--- src/rtl/uart_pkg.sv ---
// Shared UART definitions: receiver/transmitter state encoding and baud helpers.
package uart_pkg;

    typedef enum logic [2:0] {
        IDLE,
        START,
        DATA,
        PARITY,
        STOP,
        WAIT_HIGH
    } uart_state_t;

    // Clocks per bit, rounded to nearest.
    function automatic int baud_div(input int clk_hz, input int baud);
        return (clk_hz + baud / 2) / baud;
    endfunction

    // Counter width able to hold div-1.
    function automatic int baud_w(input int div);
        return (div <= 2) ? 1 : $clog2(div);
    endfunction

endpackage

--- src/rtl/sync_2ff.sv ---
// Single-bit two-flop synchronizer for asynchronous inputs.
module sync_2ff #(
    parameter logic RST_VAL = 1'b1
) (
    input  logic clk,
    input  logic rst,
    input  logic d,
    output logic q
);

    logic s1;

    // Two-stage capture; reset value chosen so the line looks idle.
    always_ff @(posedge clk) begin
        if (rst) begin
            s1 <= RST_VAL;
            q  <= RST_VAL;
        end else begin
            s1 <= d;
            q  <= s1;
        end
    end

endmodule

--- src/rtl/uart_rx_8n1.sv ---
// UART receiver, 8N1 (8E1 with UART_RX_PARITY_EN defined, adds parity_err).
//
// state     | meaning
// ----------+---------------------------------------------------------
// IDLE      | line high, waiting for start edge
// START     | counting to start-bit centre, rejects glitches
// DATA      | sampling 8 data bits LSB-first at bit centres
// PARITY    | sampling even-parity bit (parity build only)
// STOP      | sampling stop bit, deliver / flag the byte
// WAIT_HIGH | after framing error, wait for line to return high
module uart_rx_8n1
    import uart_pkg::*;
#(
    parameter int CLK_HZ = 125_000_000,
    parameter int BAUD   = 115_200
) (
    input  logic       clk,
    input  logic       rst,
    input  logic       rxd,
    output logic       valid,
    input  logic       ready,
    output logic [7:0] data,
    output logic       frame_err,
`ifdef UART_RX_PARITY_EN
    output logic       parity_err,
`endif
    output logic       overrun
);

    localparam int BAUD_DIV = baud_div(CLK_HZ, BAUD);
    localparam int BAUD_W   = baud_w(BAUD_DIV);
    localparam int HALF     = BAUD_DIV / 2;
    localparam logic [BAUD_W-1:0] DIV_M1  = BAUD_W'(BAUD_DIV - 1);
    localparam logic [BAUD_W-1:0] HALF_M1 = BAUD_W'((HALF > 0) ? HALF - 1 : 0);

    logic              s2;
    uart_state_t       state;
    logic [BAUD_W-1:0] cnt;
    logic [2:0]        bit_idx;
    logic [7:0]        shreg;
`ifdef UART_RX_PARITY_EN
    logic              par_bad;
`endif

    sync_2ff #(.RST_VAL(1'b1)) u_sync (
        .clk (clk),
        .rst (rst),
        .d   (rxd),
        .q   (s2)
    );

    // Receive FSM with down-counting bit timer and registered outputs.
    always_ff @(posedge clk) begin
        if (rst) begin
            state     <= IDLE;
            cnt       <= '0;
            bit_idx   <= '0;
            shreg     <= '0;
            valid     <= 1'b0;
            data      <= '0;
            frame_err <= 1'b0;
            overrun   <= 1'b0;
`ifdef UART_RX_PARITY_EN
            par_bad    <= 1'b0;
            parity_err <= 1'b0;
`endif
        end else begin
            frame_err <= 1'b0;
            overrun   <= 1'b0;
`ifdef UART_RX_PARITY_EN
            parity_err <= 1'b0;
`endif
            if (valid && ready)
                valid <= 1'b0;

            case (state)
                IDLE: begin
                    if (!s2) begin
                        cnt   <= HALF_M1;
                        state <= START;
                    end
                end
                START: begin
                    if (cnt != '0)
                        cnt <= cnt - BAUD_W'(1);
                    else if (s2)
                        state <= IDLE;
                    else begin
                        cnt     <= DIV_M1;
                        bit_idx <= '0;
                        state   <= DATA;
                    end
                end
                DATA: begin
                    if (cnt != '0)
                        cnt <= cnt - BAUD_W'(1);
                    else begin
                        shreg   <= {s2, shreg[7:1]};
                        cnt     <= DIV_M1;
                        bit_idx <= bit_idx + 3'd1;
                        if (bit_idx == 3'd7)
`ifdef UART_RX_PARITY_EN
                            state <= PARITY;
`else
                            state <= STOP;
`endif
                    end
                end
`ifdef UART_RX_PARITY_EN
                PARITY: begin
                    if (cnt != '0)
                        cnt <= cnt - BAUD_W'(1);
                    else begin
                        par_bad <= (^shreg) ^ s2;
                        cnt     <= DIV_M1;
                        state   <= STOP;
                    end
                end
`endif
                STOP: begin
                    if (cnt != '0)
                        cnt <= cnt - BAUD_W'(1);
                    else if (!s2) begin
                        frame_err <= 1'b1;
                        state     <= WAIT_HIGH;
                    end else begin
                        state <= IDLE;
`ifdef UART_RX_PARITY_EN
                        if (par_bad)
                            parity_err <= 1'b1;
                        else
`endif
                        if (!valid || ready) begin
                            data  <= shreg;
                            valid <= 1'b1;
                        end else
                            overrun <= 1'b1;
                    end
                end
                WAIT_HIGH: begin
                    if (s2)
                        state <= IDLE;
                end
                default: state <= IDLE;
            endcase
        end
    end

endmodule
--- config.mk ---
export PLATFORM = sky130hd
export DESIGN_NAME = uart_rx_8n1
export DESIGN_NICKNAME = d
export VERILOG_FILES = /design/src/rtl/uart_pkg.sv /design/src/rtl/sync_2ff.sv /design/src/rtl/uart_rx_8n1.sv
export SDC_FILE = /design/constraint.sdc
export NUM_CORES = 1
export LEC_CHECK = 0
export CORE_ASPECT_RATIO = 0.6
export CORE_MARGIN = 2
export CORE_UTILIZATION = 53
export DETAILED_ROUTE_END_ITERATION = 6
export PLACE_DENSITY_LB_ADDON = 0.2
export SKIP_CTS_REPAIR_TIMING = 1
export SYNTH_ARGS = -nofsm -noshare
export SYNTH_HDL_FRONTEND = slang
export SYNTH_SLANG_ARGS = --single-unit
export TNS_END_PERCENT = 100
--- constraint.sdc ---
create_clock -name clk -period 3.5 [get_ports clk]
set_input_delay 0.525 -clock clk [delete_from_list [all_inputs] [get_ports clk]]
set_output_delay 0.525 -clock clk [all_outputs]
set_load 0.01 [all_outputs]
==> impl_results.html, run 1 <==
<table>
<tr><th>Metric</th><th>Value</th></tr>
<tr><th colspan="2">Timing</th></tr>
<tr><td>Final critical-path share of the clock period</td><td>66.0%</td></tr>
<tr><td>Worst-case clock skew</td><td>0.00567 ns</td></tr>
<tr><td>Final-layout setup total negative slack</td><td>0 ns</td></tr>
<tr><td>Max-slew violation count</td><td>0</td></tr>
<tr><td>Fin Hold WS</td><td>approximately 0.43 ns</td></tr>
<tr><td>Max-slew headroom</td><td>a little under half</td></tr>
<tr><td>RSZ-0062 raised after global routing</td><td>no</td></tr>
<tr><td>Clock period minus final worst setup slack</td><td>2.31 ns</td></tr>
<tr><td>Highest clock frequency the design can meet</td><td>around 430 MHz</td></tr>
<tr><td>Final setup viols</td><td>0</td></tr>
<tr><td>Total count of hold-check failures in the final report</td><td>0</td></tr>
<tr><td>Transition at the pin with the smallest max-transition slack</td><td>approximately 0.79 ns</td></tr>
<tr><th colspan="2">Cells and area</th></tr>
<tr><td>Antenna diodes</td><td>0</td></tr>
<tr><td>Final-layout fill cell count</td><td>around 280</td></tr>
<tr><td>Area grow syn2layout</td><td>15.9%</td></tr>
<tr><td>Nets</td><td>approximately 220</td></tr>
<tr><td>Share of final-layout standard cells stronger than drive strength 1</td><td>roughly a tenth</td></tr>
<tr><td>Number of non-filler instances in the completed layout</td><td>255</td></tr>
<tr><th colspan="2">Die</th></tr>
<tr><td>Die height</td><td>between 40 and 50 um</td></tr>
<tr><td>Placement row count</td><td>16</td></tr>
<tr><td>Boundary pin count</td><td>15</td></tr>
<tr><td>Die span in x</td><td>~78 um</td></tr>
<tr><td>Initial core utilization</td><td>a little over half</td></tr>
<tr><td>Area of the die</td><td>approximately 3800 sq um</td></tr>
<tr><td>Floorplan core area</td><td>about 3200 sq um</td></tr>
<tr><th colspan="2">Setup path</th></tr>
<tr><td>Startpoint of the lowest-slack register-to-register path</td><td>cnt[0]$_SDFFE_PP0P_</td></tr>
<tr><td>Critical Path AT</td><td>2.46 ns</td></tr>
<tr><td>CP Capture Type</td><td>register</td></tr>
<tr><td>Endpoint of the worst register-to-register path</td><td>data[7]$_SDFFE_PP0P_</td></tr>
<tr><td>Capturing instance or port of the critical path</td><td>data[7]$_SDFFE_PP0P_</td></tr>
<tr><td>Startpoint type of the worst setup path</td><td>register</td></tr>
<tr><td>R2r worst-path depth</td><td>8</td></tr>
<tr><td>Worst Setup SP</td><td>cnt[0]$_SDFFE_PP0P_</td></tr>
<tr><td>Register-to-Register Setup Slack</td><td>between 1 and 1.5 ns</td></tr>
<tr><td>Critical path fanouts, max</td><td>11</td></tr>
<tr><td>Critical Path RT</td><td>roughly 3.7 ns</td></tr>
<tr><td>Category of the critical setup timing path</td><td>reg -&gt; reg</td></tr>
<tr><th colspan="2">Outcome</th></tr>
<tr><td>Result of the run</td><td>completed</td></tr>
<tr><th colspan="2">Yosys</th></tr>
<tr><td>Most numerous cell in the Yosys netlist</td><td>dfxtp_1</td></tr>
<tr><td>Net count of the mapped netlist</td><td>between 200 and 250</td></tr>
<tr><td>Synth Register Bits</td><td>38</td></tr>
<tr><td>Cell type with the highest aggregate area in the netlist</td><td>dfxtp_1</td></tr>
<tr><td>Sequential area share after synthesis</td><td>between 40% and 50%</td></tr>
<tr><td>Post-synth top cells</td><td>38 x dfxtp_1, 25 x nand2_1, 20 x nor2_1</td></tr>
<tr><td>Dominant synthesized flop cell</td><td>dfxtp_1</td></tr>
<tr><td>Top post-synthesis cells by area</td><td>dfxtp_1 44%, nand2_1 5.4%, mux2i_1 5.2%</td></tr>
<tr><td>Async set-reset flop share out of synthesis</td><td>0%</td></tr>
<tr><td>Post-synthesis area per instance</td><td>between 8 and 9 sq um</td></tr>
<tr><td>Post-Syn Area</td><td>1740 sq um</td></tr>
<tr><td>Top cell type's share of synthesized area</td><td>a little over two fifths</td></tr>
<tr><td>Number of synthesis warnings</td><td>0</td></tr>
<tr><td>Distinct cell type count after synthesis</td><td>47</td></tr>
<tr><td>Number of flops mapped to enable cells by yosys</td><td>0</td></tr>
<tr><td>Post-synthesis cell count</td><td>200</td></tr>
<tr><th colspan="2">Routing</th></tr>
<tr><td>Antenna Violating Nets Remaining</td><td>0</td></tr>
<tr><td>WL final</td><td>3.68 mm</td></tr>
<tr><td>Avg Vias per Cell</td><td>around 5.7</td></tr>
<tr><td>Detailed-route via count</td><td>around 1,400</td></tr>
<tr><td>Length of the first detailed-routing pass in iterations</td><td>4</td></tr>
<tr><td>Starting DRC count in detailed routing</td><td>roughly 150</td></tr>
<tr><td>DRC violation count after routing</td><td>0</td></tr>
<tr><td>Routed WL per cell</td><td>around 14 um</td></tr>
<tr><th colspan="2">CTS</th></tr>
<tr><td>Clock tree from TritonCTS</td><td>yes</td></tr>
<tr><td>Cell chosen for the clock root</td><td>clkbuf_8</td></tr>
<tr><td>CTS sink cnt</td><td>38</td></tr>
<tr><td>Clock Pin Slew Worst Setup and Hold Paths</td><td>~0.080 ns</td></tr>
<tr><td>CTS buffer count</td><td>5</td></tr>
<tr><td>Maximum clock insertion buffer count</td><td>2</td></tr>
<tr><td>Clock insertion delay at the later pin of the skew report</td><td>between 0.2 and 0.3 ns</td></tr>
<tr><td>Number of levels the H-tree was split into</td><td>2</td></tr>
<tr><th colspan="2">GRT</th></tr>
<tr><td>Total global routing track utilization</td><td>around a fifth</td></tr>
<tr><td>Initial antenna violation count</td><td>0</td></tr>
<tr><td>Largest net degree at the start of global routing</td><td>22</td></tr>
<tr><td>Wire length of the first global-routing pass</td><td>approximately 6 mm</td></tr>
<tr><td>Leftover overflow at the end of global routing</td><td>0</td></tr>
<tr><td>Vias in the first global route</td><td>1,309</td></tr>
<tr><th colspan="2">Placed design</th></tr>
<tr><td>Buffers on Ports</td><td>14</td></tr>
<tr><td>Half-perimeter wire length of the detailed placement result</td><td>2.51 mm</td></tr>
<tr><td>Final weighted congestion of routability-driven global placement</td><td>roughly 0.84</td></tr>
<tr><td>Cell count after placement</td><td>247</td></tr>
<tr><th colspan="2">Power</th></tr>
<tr><td>Max rail drop VDD</td><td>about 330 uV</td></tr>
<tr><td>Cell Pwr Density</td><td>about 530 nW/um^2</td></tr>
<tr><td>Static leakage</td><td>0.705 nW</td></tr>
<tr><th colspan="2">Min path</th></tr>
<tr><td>Min-delay worst type</td><td>reg -&gt; reg</td></tr>
<tr><th colspan="2">Run</th></tr>
<tr><td>Reported max-cap violation count</td><td>0</td></tr>
</table>
sequential cells by signal (all words and copies together), names as in the netlist:
register   cells
bit_idx        3
cnt           11
data           8
frame_err      1
overrun        1
shreg          8
state          3
u_sync.q       1
u_sync.s1      1
valid          1
final cells by class:
cell class | count | area (sq um) | share of cell area [%]
clock buffers | 5 | 68.8 | 3.40
clock inverters | 3 | 68.8 | 3.40
inverters | 4 | 15.0 | 0.743
multi-input cells | 143 | 890 | 44.0
flip-flops and latches | 38 | 761 | 37.6
well taps | 45 | 56.3 | 2.78
repair buffers | 17 | 163 | 8.04
kinds of logic (layout without fill, tap and decap cells):
kind of cell / Yosys count / after routing / synth area share (%)
multiplexers: 9 / 9 / 5.17
adder cells (fa/ha/maj): 3 / 3 / 2.15
buffers and inverters: 19 / 29 / 5.38
flip-flops: 38 / 38 / 43.6
XOR/XNOR: 5 / 5 / 2.51
AND/OR/NAND/NOR: 79 / 79 / 23.6
AO/OA/AOI/OAI: 47 / 47 / 17.6
how the worst min path moves through the flow:
stage                     cells past startpoint            startpoint                  end  slack, ns
after CTS                                     1  u_sync.s1$_SDFF_PP1_  u_sync.q$_SDFF_PP1_       0.43
final                                         1  u_sync.s1$_SDFF_PP1_  u_sync.q$_SDFF_PP1_       0.43
after detailed placement                      1  u_sync.s1$_SDFF_PP1_  u_sync.q$_SDFF_PP1_       0.41
after floorplan                               1  u_sync.s1$_SDFF_PP1_  u_sync.q$_SDFF_PP1_       0.39
after global routing                          1  u_sync.s1$_SDFF_PP1_  u_sync.q$_SDFF_PP1_       0.44
after global placement                        1  u_sync.s1$_SDFF_PP1_  u_sync.q$_SDFF_PP1_       0.40
worst max-delay path, cell delays in order, from the launching register on:
cell and delay, ns:
dfxtp_1 0.35, inv_1 0.09, ha_1 0.23, nor4b_1 0.33, nand3_1 0.40, nor3b_1 0.30
buf_4 0.23, mux2i_1 0.20, nor2_1 0.05
layout by cell type, fill, tap and decap left out, types with 4 or more instances in the layout:
| cell | instances |
|---|---|
| dfxtp_1 | 38 |
| nand2_1 | 25 |
| nor2_1 | 20 |
| a21oi_1 | 16 |
| clkdlybuf4s50_1 | 14 |
| mux2i_1 | 9 |
| nor3_1 | 6 |
| o21ai_0 | 5 |
| clkbuf_8 | 5 |
| inv_1 | 4 |
| nand2b_1 | 4 |
| or3_1 | 4 |
| a31oi_1 | 4 |
power by group:
part | leakage (nW) | switching, mW | internal (mW)
combinational | 0.328 | 0.0949 | 0.0633
clock | 0.0683 | 0.157 | 0.285
sequential | 0.308 | 0.0221 | 0.448
stage by stage:
stage          utilization (%)  total power [mW]  setup WS, ns  cell area [sq um]
2_1_floorplan                -             0.607          1.64               1740
3_3_place_gp              58.8             0.623          1.29               1880
3_5_place_dp              58.8             0.630          1.24               1880
4_1_cts                   63.1              1.08          1.18               2020
5_1_grt                   63.1              1.13         0.942               2020
6_report                  63.1              1.07          1.19               2020
routing by layer:
metal,part of all wire [%],track usage [%]
met3,4.5,6.72
met5,0,0
met4,0.92,7.89
met1,50,29.8
met2,44,29.3
Power figures use the tool's default switching activity.
==> run 2: changes to the inputs <==
clock period = 2.2 ns   (was 3.5 ns; I/O delays follow)
==> run 2 against run 1 <==
Compared with the run above: register-to-register slack worse by 0.96 ns; sequential share of layout area about the same; die area unchanged; cell count up 1.2%; non-clock buffer count up 5; highest routed layer unchanged.
==> impl_results.html, run 2 (synthesis results as in run 1) <==
<table>
<tr><th>Metric</th><th>Value</th></tr>
<tr><th colspan="2">Outcome</th></tr>
<tr><td>Result of the run</td><td>completed (unchanged)</td></tr>
<tr><th colspan="2">Min path</th></tr>
<tr><td>Cells on Worst Hold Path</td><td>1 (unchanged)</td></tr>
<tr><td>Terminating pin of the worst hold path</td><td>u_sync.q$_SDFF_PP1_ (unchanged)</td></tr>
<tr><td>Startpoint of the tightest hold check path</td><td>u_sync.s1$_SDFF_PP1_ (unchanged)</td></tr>
<tr><td>Min-delay worst type</td><td>reg -&gt; reg (unchanged)</td></tr>
<tr><th colspan="2">Routing</th></tr>
<tr><td>Routed WL per cell</td><td>14.6 um (was 14.4 um)</td></tr>
<tr><td>Met3 wire length</td><td>229 um (was 165 um)</td></tr>
<tr><td>Avg Vias per Cell</td><td>5.71 (was 5.67)</td></tr>
<tr><td>Starting DRC count in detailed routing</td><td>105 (was 145)</td></tr>
<tr><td>DR top layer</td><td>met4 (unchanged)</td></tr>
<tr><td>Length of the first detailed-routing pass in iterations</td><td>4 (unchanged)</td></tr>
<tr><td>DRC violation count after routing</td><td>0 (unchanged)</td></tr>
<tr><td>Detailed-route via count</td><td>1,474 (was 1,447)</td></tr>
<tr><td>Antenna Violating Nets Remaining</td><td>0 (unchanged)</td></tr>
<tr><td>WL final</td><td>3.77 mm (was 3.68 mm)</td></tr>
<tr><td>Wire length on met1</td><td>1.85 mm (about the same)</td></tr>
<tr><td>Met2 routed WL</td><td>1.65 mm (was 1.63 mm)</td></tr>
<tr><th colspan="2">CTS</th></tr>
<tr><td>Cell chosen for the clock root</td><td>clkbuf_8 (unchanged)</td></tr>
<tr><td>CTS buffer count</td><td>5 (unchanged)</td></tr>
<tr><td>Clock insertion delay at the later pin of the skew report</td><td>0.29 ns (about the same)</td></tr>
<tr><td>Clock Pin Slew Worst Setup and Hold Paths</td><td>0.07 ns (was 0.08 ns)</td></tr>
<tr><td>Number of levels the H-tree was split into</td><td>2 (unchanged)</td></tr>
<tr><td>CTS sink cnt</td><td>38 (unchanged)</td></tr>
<tr><td>Maximum clock insertion buffer count</td><td>2 (unchanged)</td></tr>
<tr><td>Clock tree from TritonCTS</td><td>yes (unchanged)</td></tr>
<tr><th colspan="2">Die</th></tr>
<tr><td>Area of the die</td><td>3780 sq um (unchanged)</td></tr>
<tr><td>Initial core utilization</td><td>54.5% (unchanged)</td></tr>
<tr><td>Die span in x</td><td>78.1 um (unchanged)</td></tr>
<tr><td>Die height</td><td>48.4 um (unchanged)</td></tr>
<tr><td>Placement row count</td><td>16 (unchanged)</td></tr>
<tr><td>Boundary pin count</td><td>15 (unchanged)</td></tr>
<tr><td>Floorplan core area</td><td>3200 sq um (unchanged)</td></tr>
<tr><th colspan="2">Power</th></tr>
<tr><td>Max rail drop VDD</td><td>403 uV (was 329 uV)</td></tr>
<tr><td>Static leakage</td><td>0.717 nW (was 0.705 nW)</td></tr>
<tr><td>Total power after layout</td><td>1.49 mW (was 1.07 mW)</td></tr>
<tr><td>Cell Pwr Density</td><td>738 nW/um^2 (was 529 nW/um^2)</td></tr>
<tr><th colspan="2">Cells and area</th></tr>
<tr><td>Nets</td><td>221 (was 216)</td></tr>
<tr><td>Most used cells in the layout excluding fill and tap cells</td><td>38 x dfxtp_1, 25 x nand2_1, 20 x nor2_1 (unchanged)</td></tr>
<tr><td>Share of the core filled with cells in the final layout</td><td>63.2% (was 63.1%)</td></tr>
<tr><td>Antenna diodes</td><td>0 (unchanged)</td></tr>
<tr><td>Max FFs per register</td><td>11 (unchanged)</td></tr>
<tr><td>Final-layout fill cell count</td><td>267 (was 281)</td></tr>
<tr><td>Most flops, register</td><td>cnt (unchanged)</td></tr>
<tr><td>Share of final-layout standard cells stronger than drive strength 1</td><td>12.2% (was 10.0%)</td></tr>
<tr><td>Most frequent standard cell in the layout excluding fill and tap cells</td><td>dfxtp_1 (unchanged)</td></tr>
<tr><td>Area grow syn2layout</td><td>16.1% (was 15.9%)</td></tr>
<tr><td>Registers with the highest flip-flop counts</td><td>cnt (11), data (8), shreg (8) (unchanged)</td></tr>
<tr><th colspan="2">Setup path</th></tr>
<tr><td>Worst path max stage delay</td><td>0.34 ns (was 0.40 ns)</td></tr>
<tr><td>Startpoint of the lowest-slack register-to-register path</td><td>cnt[0]$_SDFFE_PP0P_ (unchanged)</td></tr>
<tr><td>Critical path fanouts, max</td><td>7 (was 11)</td></tr>
<tr><td>CP Capture Type</td><td>register (unchanged)</td></tr>
<tr><td>Buffering stage count on the worst path with inverters included</td><td>2 (unchanged)</td></tr>
<tr><td>Top Family by Delay on Critical Path</td><td>compound AO/OA/AOI/OAI gates (was simple AND/OR/NAND/NOR gates)</td></tr>
<tr><td>Critical Path RT</td><td>2.38 ns (was 3.65 ns)</td></tr>
<tr><td>Register-to-Register Setup Slack</td><td>0.23 ns (was 1.19 ns)</td></tr>
<tr><td>Endpoint of the worst register-to-register path</td><td>bit_idx[2]$_SDFFE_PP0P_ (was data[7]$_SDFFE_PP0P_)</td></tr>
<tr><td>Critical path, cell by cell</td><td>inv_1 &gt; ha_1 &gt; nor4b_4 &gt; nand3_2 &gt; buf_4 &gt; a211o_1 &gt; a22oi_1 &gt; nor2_1 (was inv_1 &gt; ha_1 &gt; nor4b_1 &gt; nand3_1 &gt; nor3b_1 &gt; buf_4 &gt; mux2i_1 &gt; nor2_1)</td></tr>
<tr><td>Category of the critical setup timing path</td><td>reg -&gt; reg (unchanged)</td></tr>
<tr><td>Startpoint type of the worst setup path</td><td>register (unchanged)</td></tr>
<tr><td>Critical Path AT</td><td>2.15 ns (was 2.46 ns)</td></tr>
<tr><td>R2r worst-path depth</td><td>8 (unchanged)</td></tr>
<tr><td>Critical Path Slowest Stage Cell</td><td>dfxtp_1 (was nand3_1)</td></tr>
<tr><th colspan="2">GRT</th></tr>
<tr><td>Vias in the first global route</td><td>1,315 (was 1,309)</td></tr>
<tr><td>Largest net degree at the start of global routing</td><td>16 (was 22)</td></tr>
<tr><td>Initial antenna violation count</td><td>0 (unchanged)</td></tr>
<tr><td>Total global routing track utilization</td><td>21.8% (was 20.8%)</td></tr>
<tr><td>Leftover overflow at the end of global routing</td><td>0 (unchanged)</td></tr>
<tr><td>Wire length of the first global-routing pass</td><td>6.31 mm (was 6.14 mm)</td></tr>
<tr><th colspan="2">Placed design</th></tr>
<tr><td>Buffers on Ports</td><td>14 (unchanged)</td></tr>
<tr><td>Final weighted congestion of routability-driven global placement</td><td>0.921 (was 0.844)</td></tr>
<tr><td>Half-perimeter wire length of the detailed placement result</td><td>2.70 mm (was 2.51 mm)</td></tr>
<tr><th colspan="2">Timing</th></tr>
<tr><td>Max-slew violation count</td><td>0 (unchanged)</td></tr>
<tr><td>Worst-case clock skew</td><td>0.00478 ns (was 0.00567 ns)</td></tr>
<tr><td>RSZ-0062 raised after global routing</td><td>no (unchanged)</td></tr>
<tr><td>Transition at the pin with the smallest max-transition slack</td><td>0.587 ns (was 0.785 ns)</td></tr>
<tr><td>Final critical-path share of the clock period</td><td>89.5% (was 66.0%)</td></tr>
<tr><td>Clock period minus final worst setup slack</td><td>1.97 ns (was 2.31 ns)</td></tr>
<tr><td>Max-slew headroom</td><td>60.6% (was 47.5%)</td></tr>
<tr><td>Highest clock frequency the design can meet</td><td>508 MHz (was 433 MHz)</td></tr>
<tr><td>Total count of hold-check failures in the final report</td><td>0 (unchanged)</td></tr>
<tr><td>Final-layout setup total negative slack</td><td>0 ns (unchanged)</td></tr>
<tr><td>Final setup viols</td><td>0 (unchanged)</td></tr>
<tr><th colspan="2">Run</th></tr>
<tr><td>Reported max-cap violation count</td><td>0 (unchanged)</td></tr>
</table>
## run 2: changes by cell type in the layout (fill, tap and decap cells not counted), sizes merged
| cell | change |
|---|---|
| buf | +5 |
| clkinv | -1 |
| clkbuf | +1 |
| bufinv | -2 |
## run 2: worst max-delay path by stage
stage	from	to	slack [ns]	cells after the start
2_1_floorplan	cnt[0]$_SDFFE_PP0P_	data[7]$_SDFFE_PP0P_	0.34	9
3_3_place_gp	cnt[0]$_SDFFE_PP0P_	bit_idx[1]$_SDFFE_PP0P_	0.23	8
3_5_place_dp	cnt[0]$_SDFFE_PP0P_	state[0]$_SDFFE_PP0P_	0.11	8
4_1_cts	cnt[0]$_SDFFE_PP0P_	bit_idx[2]$_SDFFE_PP0P_	0.1	8
5_1_grt	cnt[0]$_SDFFE_PP0P_	bit_idx[2]$_SDFFE_PP0P_	0.04	8
6_report	cnt[0]$_SDFFE_PP0P_	bit_idx[2]$_SDFFE_PP0P_	0.23	8
## run 2: area by class of cell
| type | count | area (sq um) | share of cell area, % |
|---|---|---|---|
| clock buffer | 6 | 82.6 | 4.08 |
| inverter | 4 | 15.0 | 0.742 |
| multi-input combinational | 143 | 910 | 44.9 |
| sequential | 38 | 761 | 37.6 |
| tap | 45 | 56.3 | 2.78 |
| timing repair buffer | 22 | 200 | 9.89 |
## run 2: where the power goes
group | total, mW | internal, mW | switching, mW
combinational | 0.276 | 0.125 | 0.152
clock | 0.468 | 0.242 | 0.227
sequential | 0.750 | 0.712 | 0.0371
total | 1.49 | 1.08 | 0.415
## run 2: per-stage QoR
step                      area [sq um]  instances  hold slack (ns)  setup slack (ns)
final                             2020        258            0.425             0.232
after global routing              2020        258            0.448            0.0430
after CTS                         2000        258            0.421            0.0989
after detailed placement          1920        252            0.402             0.108
after global placement            1920        252            0.404             0.227
after floorplan                   1740        200            0.389             0.338
## run 2: layer usage
layer / GRT usage [%] / vias to the layer above
met5: 0 / -
met4: 7.89 / 0
met3: 6.72 / 5
met2: 32.6 / 48
met1: 29.8 / 690
li1: - / 731
